### config.mk
export PLATFORM = sky130hd
export DESIGN_NAME = uart_rx_telemetry_flat
export DESIGN_NICKNAME = d
export VERILOG_FILES = /design/src/rtl/uart_rx_telemetry_if.sv /design/src/rtl/uart_rx_telemetry.sv /design/src/flat_wrapper.sv
export SDC_FILE = /design/constraint.sdc
export NUM_CORES = 1
export LEC_CHECK = 0
export ABC_AREA = 1
export CAP_MARGIN = 20
export CORE_AREA = 3 3 65 67
export DETAILED_ROUTE_END_ITERATION = 8
export DIE_AREA = 0 0 68 70
export PLACE_DENSITY = 0.73
export SYNTH_ARGS = -nofsm -noshare
export SYNTH_HDL_FRONTEND = slang
export SYNTH_SLANG_ARGS = --single-unit
### constraint.sdc
create_clock -name clk -period 2.2 [get_ports clk]
set_clock_uncertainty 0.15 [all_clocks]
set_input_delay 0.55 -clock clk [delete_from_list [all_inputs] [get_ports clk]]
set_output_delay 0.55 -clock clk [all_outputs]
set_load 0.01 [all_outputs]
### src/rtl/uart_rx_telemetry_if.sv
// Parallel consumer-side bus of the telemetry UART receiver: ready/acknowledge handshake plus the received byte.
// The frame-error flag exists only when UART_FRAME_ERR_EN is defined.
interface uart_rx_telemetry_if;
    logic       clr_rdy;
    logic       rdy;
    logic [7:0] rx_data;
`ifdef UART_FRAME_ERR_EN
    logic       frm_err;

    modport master (input clr_rdy, output rdy, output rx_data, output frm_err);
    modport slave  (output clr_rdy, input rdy, input rx_data, input frm_err);
`else
    modport master (input clr_rdy, output rdy, output rx_data);
    modport slave  (output clr_rdy, input rdy, input rx_data);
`endif
endinterface

### src/rtl/uart_rx_telemetry.sv
// 8N1 UART receiver for the eBike telemetry stream, parameterised by clocks per bit (BAUD_DIV).
// Optional stop-bit checking is enabled by defining UART_FRAME_ERR_EN.
module uart_rx_telemetry #(
    parameter int BAUD_DIV = 2604
) (
    input  logic                  clk,
    input  logic                  rst_n,
    input  logic                  RX,
    uart_rx_telemetry_if.master   bus
);
    localparam int CW = $clog2(BAUD_DIV);
    localparam logic [CW-1:0] HALF_LOAD = CW'(BAUD_DIV / 2 - 1);
    localparam logic [CW-1:0] FULL_LOAD = CW'(BAUD_DIV - 1);

    typedef enum logic [1:0] {IDLE, START, DATA, STOP} state_t;

    state_t        state, state_nxt;
    logic          rx_meta, rx_s, rx_prev;
    logic [CW-1:0] cnt, cnt_nxt;
    logic [3:0]    bit_cnt, bit_cnt_nxt;
    logic [7:0]    shift, shift_nxt;
    logic          start_edge, sample, stop_done;
    logic          rdy_q;
    logic [7:0]    data_q;

    // Synchronizer presets to idle-high so a reset never looks like a start edge.
    always_ff @(posedge clk or negedge rst_n) begin
        if (!rst_n) begin
            rx_meta <= 1'b1;
            rx_s    <= 1'b1;
            rx_prev <= 1'b1;
        end else begin
            rx_meta <= RX;
            rx_s    <= rx_meta;
            rx_prev <= rx_s;
        end
    end

    always_ff @(posedge clk or negedge rst_n) begin
        if (!rst_n) begin
            state   <= IDLE;
            cnt     <= '0;
            bit_cnt <= '0;
            shift   <= '0;
        end else begin
            state   <= state_nxt;
            cnt     <= cnt_nxt;
            bit_cnt <= bit_cnt_nxt;
            shift   <= shift_nxt;
        end
    end

    assign start_edge = (state == IDLE) && rx_prev && !rx_s;
    assign sample     = (state != IDLE) && (cnt == '0);

    always_comb begin
        state_nxt   = state;
        cnt_nxt     = cnt;
        bit_cnt_nxt = bit_cnt;
        shift_nxt   = shift;
        stop_done   = 1'b0;

        if (state != IDLE) begin
            cnt_nxt = sample ? FULL_LOAD : cnt - CW'(1);
        end

        case (state)
            IDLE: begin
                if (start_edge) begin
                    state_nxt = START;
                    cnt_nxt   = HALF_LOAD;
                end
            end
            START: begin
                if (sample) begin
                    if (rx_s) begin
                        state_nxt = IDLE;
                        cnt_nxt   = '0;
                    end else begin
                        state_nxt   = DATA;
                        bit_cnt_nxt = '0;
                    end
                end
            end
            DATA: begin
                if (sample) begin
                    shift_nxt   = {rx_s, shift[7:1]};
                    bit_cnt_nxt = bit_cnt + 4'd1;
                    if (bit_cnt == 4'd7) begin
                        state_nxt = STOP;
                    end
                end
            end
            STOP: begin
                if (sample) begin
                    stop_done = 1'b1;
                    state_nxt = IDLE;
                    cnt_nxt   = '0;
                end
            end
            default: begin
                state_nxt = IDLE;
                cnt_nxt   = '0;
            end
        endcase
    end

    // A new byte landing wins over a same-cycle acknowledge or start edge.
    always_ff @(posedge clk or negedge rst_n) begin
        if (!rst_n) begin
            rdy_q  <= 1'b0;
            data_q <= 8'h00;
        end else begin
            if (stop_done) begin
                rdy_q  <= 1'b1;
                data_q <= shift;
            end else if (bus.clr_rdy || start_edge) begin
                rdy_q <= 1'b0;
            end
        end
    end

    assign bus.rdy     = rdy_q;
    assign bus.rx_data = data_q;

`ifdef UART_FRAME_ERR_EN
    logic ferr_q;

    always_ff @(posedge clk or negedge rst_n) begin
        if (!rst_n) begin
            ferr_q <= 1'b0;
        end else if (stop_done) begin
            ferr_q <= ~rx_s;
        end
    end

    assign bus.frm_err = ferr_q;
`endif
endmodule

### src/flat_wrapper.sv
// flat-port wrapper written by rule: the top's interface ports become plain ports
module uart_rx_telemetry_flat 
#(
    parameter int BAUD_DIV = 2604
)
  (clk, rst_n, RX, bus_clr_rdy, bus_rdy, bus_rx_data);
  uart_rx_telemetry_if bus_i ();
  input  logic clk;
  input  logic rst_n;
  input  logic RX;
  input wire logic [$bits(bus_i.clr_rdy)-1:0] bus_clr_rdy;
  output wire logic [$bits(bus_i.rdy)-1:0] bus_rdy;
  output wire logic [$bits(bus_i.rx_data)-1:0] bus_rx_data;
  assign bus_i.clr_rdy = bus_clr_rdy;
  assign bus_rdy = bus_i.rdy;
  assign bus_rx_data = bus_i.rx_data;
  uart_rx_telemetry #(.BAUD_DIV(BAUD_DIV)) u_core (.clk(clk), .rst_n(rst_n), .RX(RX), .bus(bus_i));
endmodule
======== After elaboration in Yosys (flattened, before gate mapping) ========
Cells that the tools add are included.
word-level totals
  register bits ........................... 38
  input bits .............................. 4
  output and inout bits ................... 9
  word-level logic and storage cells ...... 56
operators by class
  add/subtract/negate cells ............... 2
  equal/unequal tests ..................... 10
  multiplexer cells ....................... 22
  reduce and logical (&&, ||, !) cells .... 13
operators by type and width
  operator                                                              count
  12-bit two-way mux                                                    6
  12-bit one-hot mux with 3 select lines                                1
  12-bit zero test                                                      1
  2-bit two-way mux                                                     6
  4-bit two-way mux                                                     3
  12-bit by 1-bit subtractor with 12-bit output, second input constant  1
  2-bit by 1-bit != test with 1-bit output, second input constant       5
  2-bit one-hot mux with 4 select lines                                 1
  4-bit one-hot mux with 2 select lines                                 1
  2-bit nonzero test                                                    3
  5-bit AND reduction                                                   1
  4-bit by 1-bit adder with 4-bit output, second input constant         1
  2-bit == test, second input constant                                  2
  4-bit by 3-bit == test with 1-bit output, second input constant       1
  1-bit two-way mux                                                     4
  4-bit AND reduction                                                   1
  1-bit logical AND                                                     3
  2-bit by 1-bit == test with 1-bit output, second input constant       1
  2-bit zero test                                                       1
  2-bit != test, second input constant                                  1
  2-bit AND reduction                                                   1
  1-bit zero test                                                       1
  1-bit logical OR                                                      1

======== Depth between registers and ports, before layout ========
Gate-level depths: netlist (run 1).
  word-level depth ........................ 7
  depth in mapped cells ................... 10
  depth with buffers taken out ............ 9

======== Least setup slack after synthesis (run 1) ========
No wires, ideal clock.
  kind .................................... register to register
  from .................................... register u_core.cnt[0]
  to ...................................... register u_core.cnt[0]
  library setup time ...................... 0.120 ns
  arrival ................................. 1.408 ns
  required time ........................... 1.930 ns
  setup slack ............................. 0.521 ns
  stages on the path, launching flop included .. 11
  path buffers ............................ 1
  clock period less this slack ............ 1.679 ns
  path through ............................ dfrtp_1 > inv_1 > ha_1 > o21ai_2 > nor2_4 > nand3_4 > inv_4 > buf_8 > nand2_2 > nand3_2 > nand2_1
between the ends
  cells in the longest elaborated chain, start to end .. 7
RTL lines
  item                                                                                   RTL line                 text
  start: declaration                                                                     uart_rx_telemetry.sv:19  logic [CW-1:0] cnt, cnt_nxt;
  start signal: assignment                                                               uart_rx_telemetry.sv:47  cnt <= cnt_nxt;
  branches (longest 6 deep; another with 12-bit by 1-bit subtractor with 12-bit output)  n/a
  12-bit one-hot mux with 3 select lines (*)                                             uart_rx_telemetry.sv:67  case (state)
  net u_core.cnt_nxt[0]                                                                  uart_rx_telemetry.sv:19
Mark *: on every way through the listed nets, which the timed path passes.
A chain may end at the register's enable or synchronous reset.

======== Worst setup path in the final report (run 1) ========
  from .................................... register u_core.data_q[7], in the netlist u_core.bus.rx_data[7]
  to ...................................... output port bus_rx_data[7]
RTL lines
  item                      RTL line                  text
  start: declaration        uart_rx_telemetry.sv:24   logic [7:0] data_q;
  start signal: assignment  uart_rx_telemetry.sv:116  data_q <= shift;
  end: declaration          flat_wrapper.sv:13        output wire logic [$bits(bus_i.rx_data)-1:0] bus_rx_data;
No word-level cell between the ends.

==> results of run 1 <==
final timing paths:
kind / end / slack [ps] / start
setup / recovery: bus_rx_data[7] / 300 / u_core.bus.rx_data[7]
hold reg to reg: u_core.rx_s / 210 / u_core.rx_meta
hold / removal: u_core.cnt[10] / 40 / rst_n
min in group clk: u_core.rx_s / 210 / u_core.rx_meta
setup reg to reg: u_core.bus.rx_data[0] / 330 / u_core.cnt[0]
max in group asynchronous: u_core.bus.rx_data[4] / 1410 / rst_n
cell usage in the layout (no fill, tap or decap), drive strengths merged:
| cell type | count |
|---|---|
| a21oi | 5 |
| a31oi | 1 |
| buf | 2 |
| bufinv | 2 |
| clkbuf | 6 |
| clkdlybuf4s50 | 11 |
| dfrtp | 35 |
| dfstp | 3 |
| ha | 2 |
| inv | 30 |
| nand2 | 85 |
| nand3 | 27 |
| nand4 | 3 |
| nor2 | 19 |
| nor3 | 3 |
| nor4 | 1 |
| o21a | 1 |
| o21ai | 9 |
| o31ai | 2 |
| xnor2 | 1 |
| xor2 | 2 |
layer usage:
metal,GRT usage,routed length (um),vias up
met5,0,0,-
met4,0.0574,31,0
met3,0.0450,106,4
met2,0.298,1790,19
met1,0.272,1910,688
li1,-,-,769
cell usage after synthesis (4+ instances only):
library cell	instances	area share
nand2_1	77	0.14
dfrtp_1	35	0.44
nand2_2	5	0.016
nor2_4	4	0.022
nand3_4	5	0.044
nand3_1	20	0.050
inv_2	5	0.0094
a21oi_1	5	0.012
nor2_1	13	0.024
o21ai_0	7	0.017
inv_1	23	0.043
kinds of logic after synthesis:
family / Yosys count / synth area share
compound gates: 18 / 0.0512
xor+xnor: 3 / 0.0131
fa+ha+maj: 2 / 0.0125
buf+inv: 33 / 0.0737
flops: 38 / 0.477
simple gates: 138 / 0.373
registers in the layout (all words and copies together) (netlist names), 4 cells and up, named ones only:
name and count:
u_core.cnt 12, u_core.bus.rx_data 8, u_core.shift 8, u_core.bit_cnt 4
power by group:
| group | total [uW] | internal [uW] | leakage, uW | switching [uW] |
|---|---|---|---|---|
| Combinational | 684 | 222 | 0.000652 | 462 |
| Sequential | 911 | 800 | 0.000493 | 111 |
| Clock | 728 | 484 | 0.0000714 | 244 |
metrics by stage:
stage / utilization / instances
floorplan: - / 232
detailed placement: 0.588 / 290
global placement: 0.588 / 290
finish: 0.627 / 298
global route: 0.627 / 298
CTS: 0.627 / 298
layout make-up:
class / count / area (um^2) / share of cell area
timing repair buffer: 13 / 135 / 0.0585
clock buffer: 6 / 82.6 / 0.0357
clock inverter: 2 / 60.1 / 0.0260
multi-input combinational: 161 / 901 / 0.390
inverter: 30 / 118 / 0.0509
sequential: 38 / 955 / 0.413
tap: 48 / 60.1 / 0.0260
==> metrics.yaml, run 1 <==
logic_synthesis:
  synth_area_um2: 2000
  synth_ff_type: "dfrtp_1"
  yosys_warnings: 0
  ys_ff_latch: 38
  seq_area_frac_synth: 0.477
  syn_avg_cell_area_um2: 8.63
  synth_edf_count: 0
  yosys.cell_types.count: 30
  syn-num-nets: 238
  syn-instance-count: 232
  async_flop_share: 1.00
placed_design:
  portBuffers: 12
  placed_cell_area_um2: 2170
  globalplace.congestion: 0.839
  hpwl_mm: 2.88
  dp_slack_ps: 330
grt:
  antenna_found_initial: 0
  grt_pass1_wl_mm: 7.05
  grt_overflow: 0
  grt_use_total: 0.195
  first_global_vias: 1539
  grt_max_degree: 22
setup_path:
  slowest_delay_ps: 540
  cp.depth: 1
  critPathBufInv: 1
  critical-path-slowest-cell: "clkdlybuf4s50_1"
  crit_arrival_ps: 1200
  crit_chain: "clkdlybuf4s50_1"
  cp_max_fo: 2
  crit_type: "register to primary output"
  required_ps: 1500
  reg2reg_depth: 9
  worst_setup_path_end_kind: "primary output"
  crit_family: "buffers and inverters"
  critPathLaunchType: "register"
sta:
  max_freq_mhz: 527
  rsz0062_at_grt: "no"
  final-setup-viol-count: 0
  post-route-period-util: 0.862
  slew_viol_final: 0
  tns_ps: 0
  layout_setup_ws_ps: 304
  fin_hold_ws_ps: 37.9
  max_slew.worst_pin.slew_ps: 430
  period_needed_ps: 1900
  finalHoldViolations: 0
  slew_headroom: 0.713
clock_network:
  cts_setup_buffers: 0
  htreeDepth: 2
  cts.path.max_buffers: 2
  numCtsBuffers: 5
  clock_latency_ps: 290
  cts_resized: 0
  holdBufCountCts: 0
  cts_root_buf: "clkbuf_8"
  clk_pin_slew_ps: 80
  cts.sinks: 38
  cts_tree: "yes"
drt:
  drt_iter0_markers: 71
  drc_errors: 0
  ant_nets: 0
  wire_per_inst_um: 12.9
  vias: 1480
  drtPass1Iterations: 4
  viasPerCell: 4.97
  wl_mm: 3.84
final_layout:
  fill_cells: 335
  nets: 255
  antenna_cells: 0
  drive_above_1_share: 0.172
  syn2layout_area_growth_pct: 15.4
  finalInstanceArea_um2: 2310
floorplanning:
  rows: 22
  initial_core_util: 0.543
  ios: 13
  coreArea_um2: 3690
  die_w_um: 68
  die-area_um2: 4760
  die_y_um: 70
min_path:
  hp-class: "input port to async pin"
pwr:
  leakagePower_uw: 0.00122
  ir_drop_mv: 0.517
  p_total_uw: 2320
  power.density_nw_per_um2: 1000
flow_run:
  max_cap_viol_count: 0
run_status:
  status: "finished clean"
No activity file was read; power rests on OpenSTA's default activity.
==> inputs of run 2 (changes only) <==
GPL_TIMING_DRIVEN = 0   (was unset)
HOLD_SLACK_MARGIN = 0.1   (was unset)
==> metrics.yaml, run 2 (synthesis results as in run 1) <==
run_status:
  status: "finished clean"  # unchanged
setup_path:
  reg2reg_depth: 10  # was 9
  critical-path-slowest-cell: "clkdlybuf4s50_1"  # unchanged
  crit_type: "register to primary output"  # unchanged
  critPathBufInv: 1  # unchanged
  crit_family: "buffers and inverters"  # unchanged
  crit_chain: "clkdlybuf4s50_1"  # unchanged
  worst_setup_path_end_kind: "primary output"  # unchanged
  cp_max_fo: 2  # unchanged
  crit_arrival_ps: 1190  # was 1200 ps
  required_ps: 1500  # about the same
  critPathLaunchType: "register"  # unchanged
  slowest_delay_ps: 540  # about the same
  cp.depth: 1  # unchanged
clock_network:
  cts_setup_buffers: 0  # unchanged
  cts.path.max_buffers: 2  # unchanged
  cts_root_buf: "clkbuf_8"  # unchanged
  cts_tree: "yes"  # unchanged
  htreeDepth: 2  # unchanged
  clock_latency_ps: 300  # was 290 ps
  numCtsBuffers: 5  # unchanged
  holdBufCountCts: 0  # unchanged
  cts.sinks: 38  # unchanged
  clk_pin_slew_ps: 80  # about the same
  cts_resized: 0  # unchanged
pwr:
  power.density_nw_per_um2: 1010  # was 1000 nW/um^2
  leakagePower_uw: 0.00122  # about the same
  switching_share: 0.355  # was 0.352
  p_total_uw: 2350  # was 2320 uW
  switchingPower_uw: 834  # was 817 uW
  clkPwrFrac: 0.316  # was 0.313
  intPower_uw: 1510  # about the same
  pwr-share-seq: 0.378  # was 0.392
  ir_drop_mv: 0.467  # was 0.517 mV
  share_comb_of_total_power: 0.306  # was 0.294
sta:
  final-setup-viol-count: 0  # unchanged
  max_slew.worst_pin.slew_ps: 814  # was 430 ps
  fin_hold_ws_ps: 186  # was 37.9 ps
  tns_ps: 0  # unchanged
  period_needed_ps: 1890  # was 1900 ps
  rsz0062_at_grt: "no"  # unchanged
  slew_viol_final: 0  # unchanged
  post-route-period-util: 0.861  # was 0.862
  finalHoldViolations: 0  # unchanged
  slew_headroom: 0.458  # was 0.713
  max_freq_mhz: 528  # was 527 MHz
drt:
  drc_errors: 0  # unchanged
  ant_nets: 0  # unchanged
  vias: 1530  # was 1,480
  viasPerCell: 5.10  # was 4.97
  wl_mm: 3.83  # was 3.84 mm
  drtPass1Iterations: 4  # unchanged
  drt_iter0_markers: 114  # was 71
  wire_per_inst_um: 12.8  # was 12.9 um
final_layout:
  multi_input_area_um2: 901  # unchanged
  largest_reg_flops: 12  # unchanged
  antenna_cells: 0  # unchanged
  seq_area_um2: 955  # unchanged
  nets: 257  # was 255
  syn2layout_area_growth_pct: 15.9  # was 15.4%
  final_common_cell: "nand2_1"  # unchanged
  stdcell_count: 300  # was 298
  fill_cells: 312  # was 335
  regMostFlops: "u_core.cnt"  # unchanged
  layout_common_cells: "nand2_1, dfrtp_1, inv_1, nand3_1, nor2_1"  # unchanged
  drive_above_1_share: 0.179  # was 0.172
min_path:
  hp-class: "input port to async pin"  # unchanged
grt:
  grt_pass1_wl_mm: 6.88  # was 7.05 mm
  antenna_found_initial: 0  # unchanged
  grt_overflow: 0  # unchanged
  first_global_vias: 1552  # was 1,539
  grt_max_degree: 39  # was 22
  grt_use_total: 0.190  # was 0.195
floorplanning:
  coreArea_um2: 3690  # unchanged
  die_y_um: 70  # unchanged
  initial_core_util: 0.543  # unchanged
  die_w_um: 68  # unchanged
  rows: 22  # unchanged
  die-area_um2: 4760  # unchanged
  ios: 13  # unchanged
placed_design:
  hpwl_mm: 2.73  # was 2.88 mm
  portBuffers: 12  # unchanged
  dpl.cell_count: 292  # was 290
  globalplace.congestion: 0.812  # was 0.839
flow_run:
  max_cap_viol_count: 0  # unchanged
## run 2: cell count changes in the layout (fill, tap and decap cells not counted), sizes merged
| cell | delta |
|---|---|
| buf | +2 |
## run 2: power by group through the flow
stage	clock network, uW	registers, uW	logic [uW]
after floorplan	0	876	601
after global placement	0	891	699
after detailed placement	0	896	716
after CTS	752	885	724
after global routing	782	899	817
final	742	886	719
## run 2: worst paths after layout
check / startpoint / end / slack, ps
min in group clk: u_core.rx_meta / u_core.rx_s / 210
worst min-delay path: rst_n / u_core.cnt[3] / 190
worst min register to register: u_core.rx_meta / u_core.rx_s / 210
worst max-delay path: u_core.bus.rx_data[1] / bus_rx_data[1] / 310
worst max register to register: u_core.cnt[0] / u_core.cnt[0] / 330
max in group asynchronous: rst_n / u_core.cnt[9] / 1190
## run 2: layout make-up
type / instances / area share
repair buffers: 12 / 0.0496
well taps: 48 / 0.0259
flip-flops and latches: 38 / 0.411
plain buffers: 3 / 0.0129
clock inverters: 2 / 0.0259
multi-input cells: 161 / 0.388
clock buffers: 6 / 0.0356
inverters: 30 / 0.0507
## run 2: metal layers
metal  GRT usage  vias up  wire length [um]
met1       0.251      726              1860
li1            -      772                 -
met3      0.0402        9               140
met2       0.289       23              1750
met5           0        -                 0
met4      0.0905        0                85
## run 2: metrics by stage
step                      utilization  cell area [um^2]  setup slack (ps)
final                           0.629              2320               306
after global routing            0.629              2320               183
after CTS                       0.629              2320               294
after detailed placement        0.591              2180               365
after global placement          0.592              2180              -475
after floorplan                     -              2000               521
## run 2: worst reg2reg max path, cell delays in order (launching register included)
cell	delay [ps]
dfrtp_1	390
inv_1	140
ha_1	290
o21ai_2	130
nor2_4	130
nand3_4	130
inv_4	120
buf_8	140
nand2_2	50
nand3_2	50
nand2_1	40
==> inputs of run 3 (changes only) <==
HOLD_SLACK_MARGIN = unset   (was 0.1)
==> results of run 3 <==
Same layout as run 2: the final DEF is identical, and so are final timing and power.
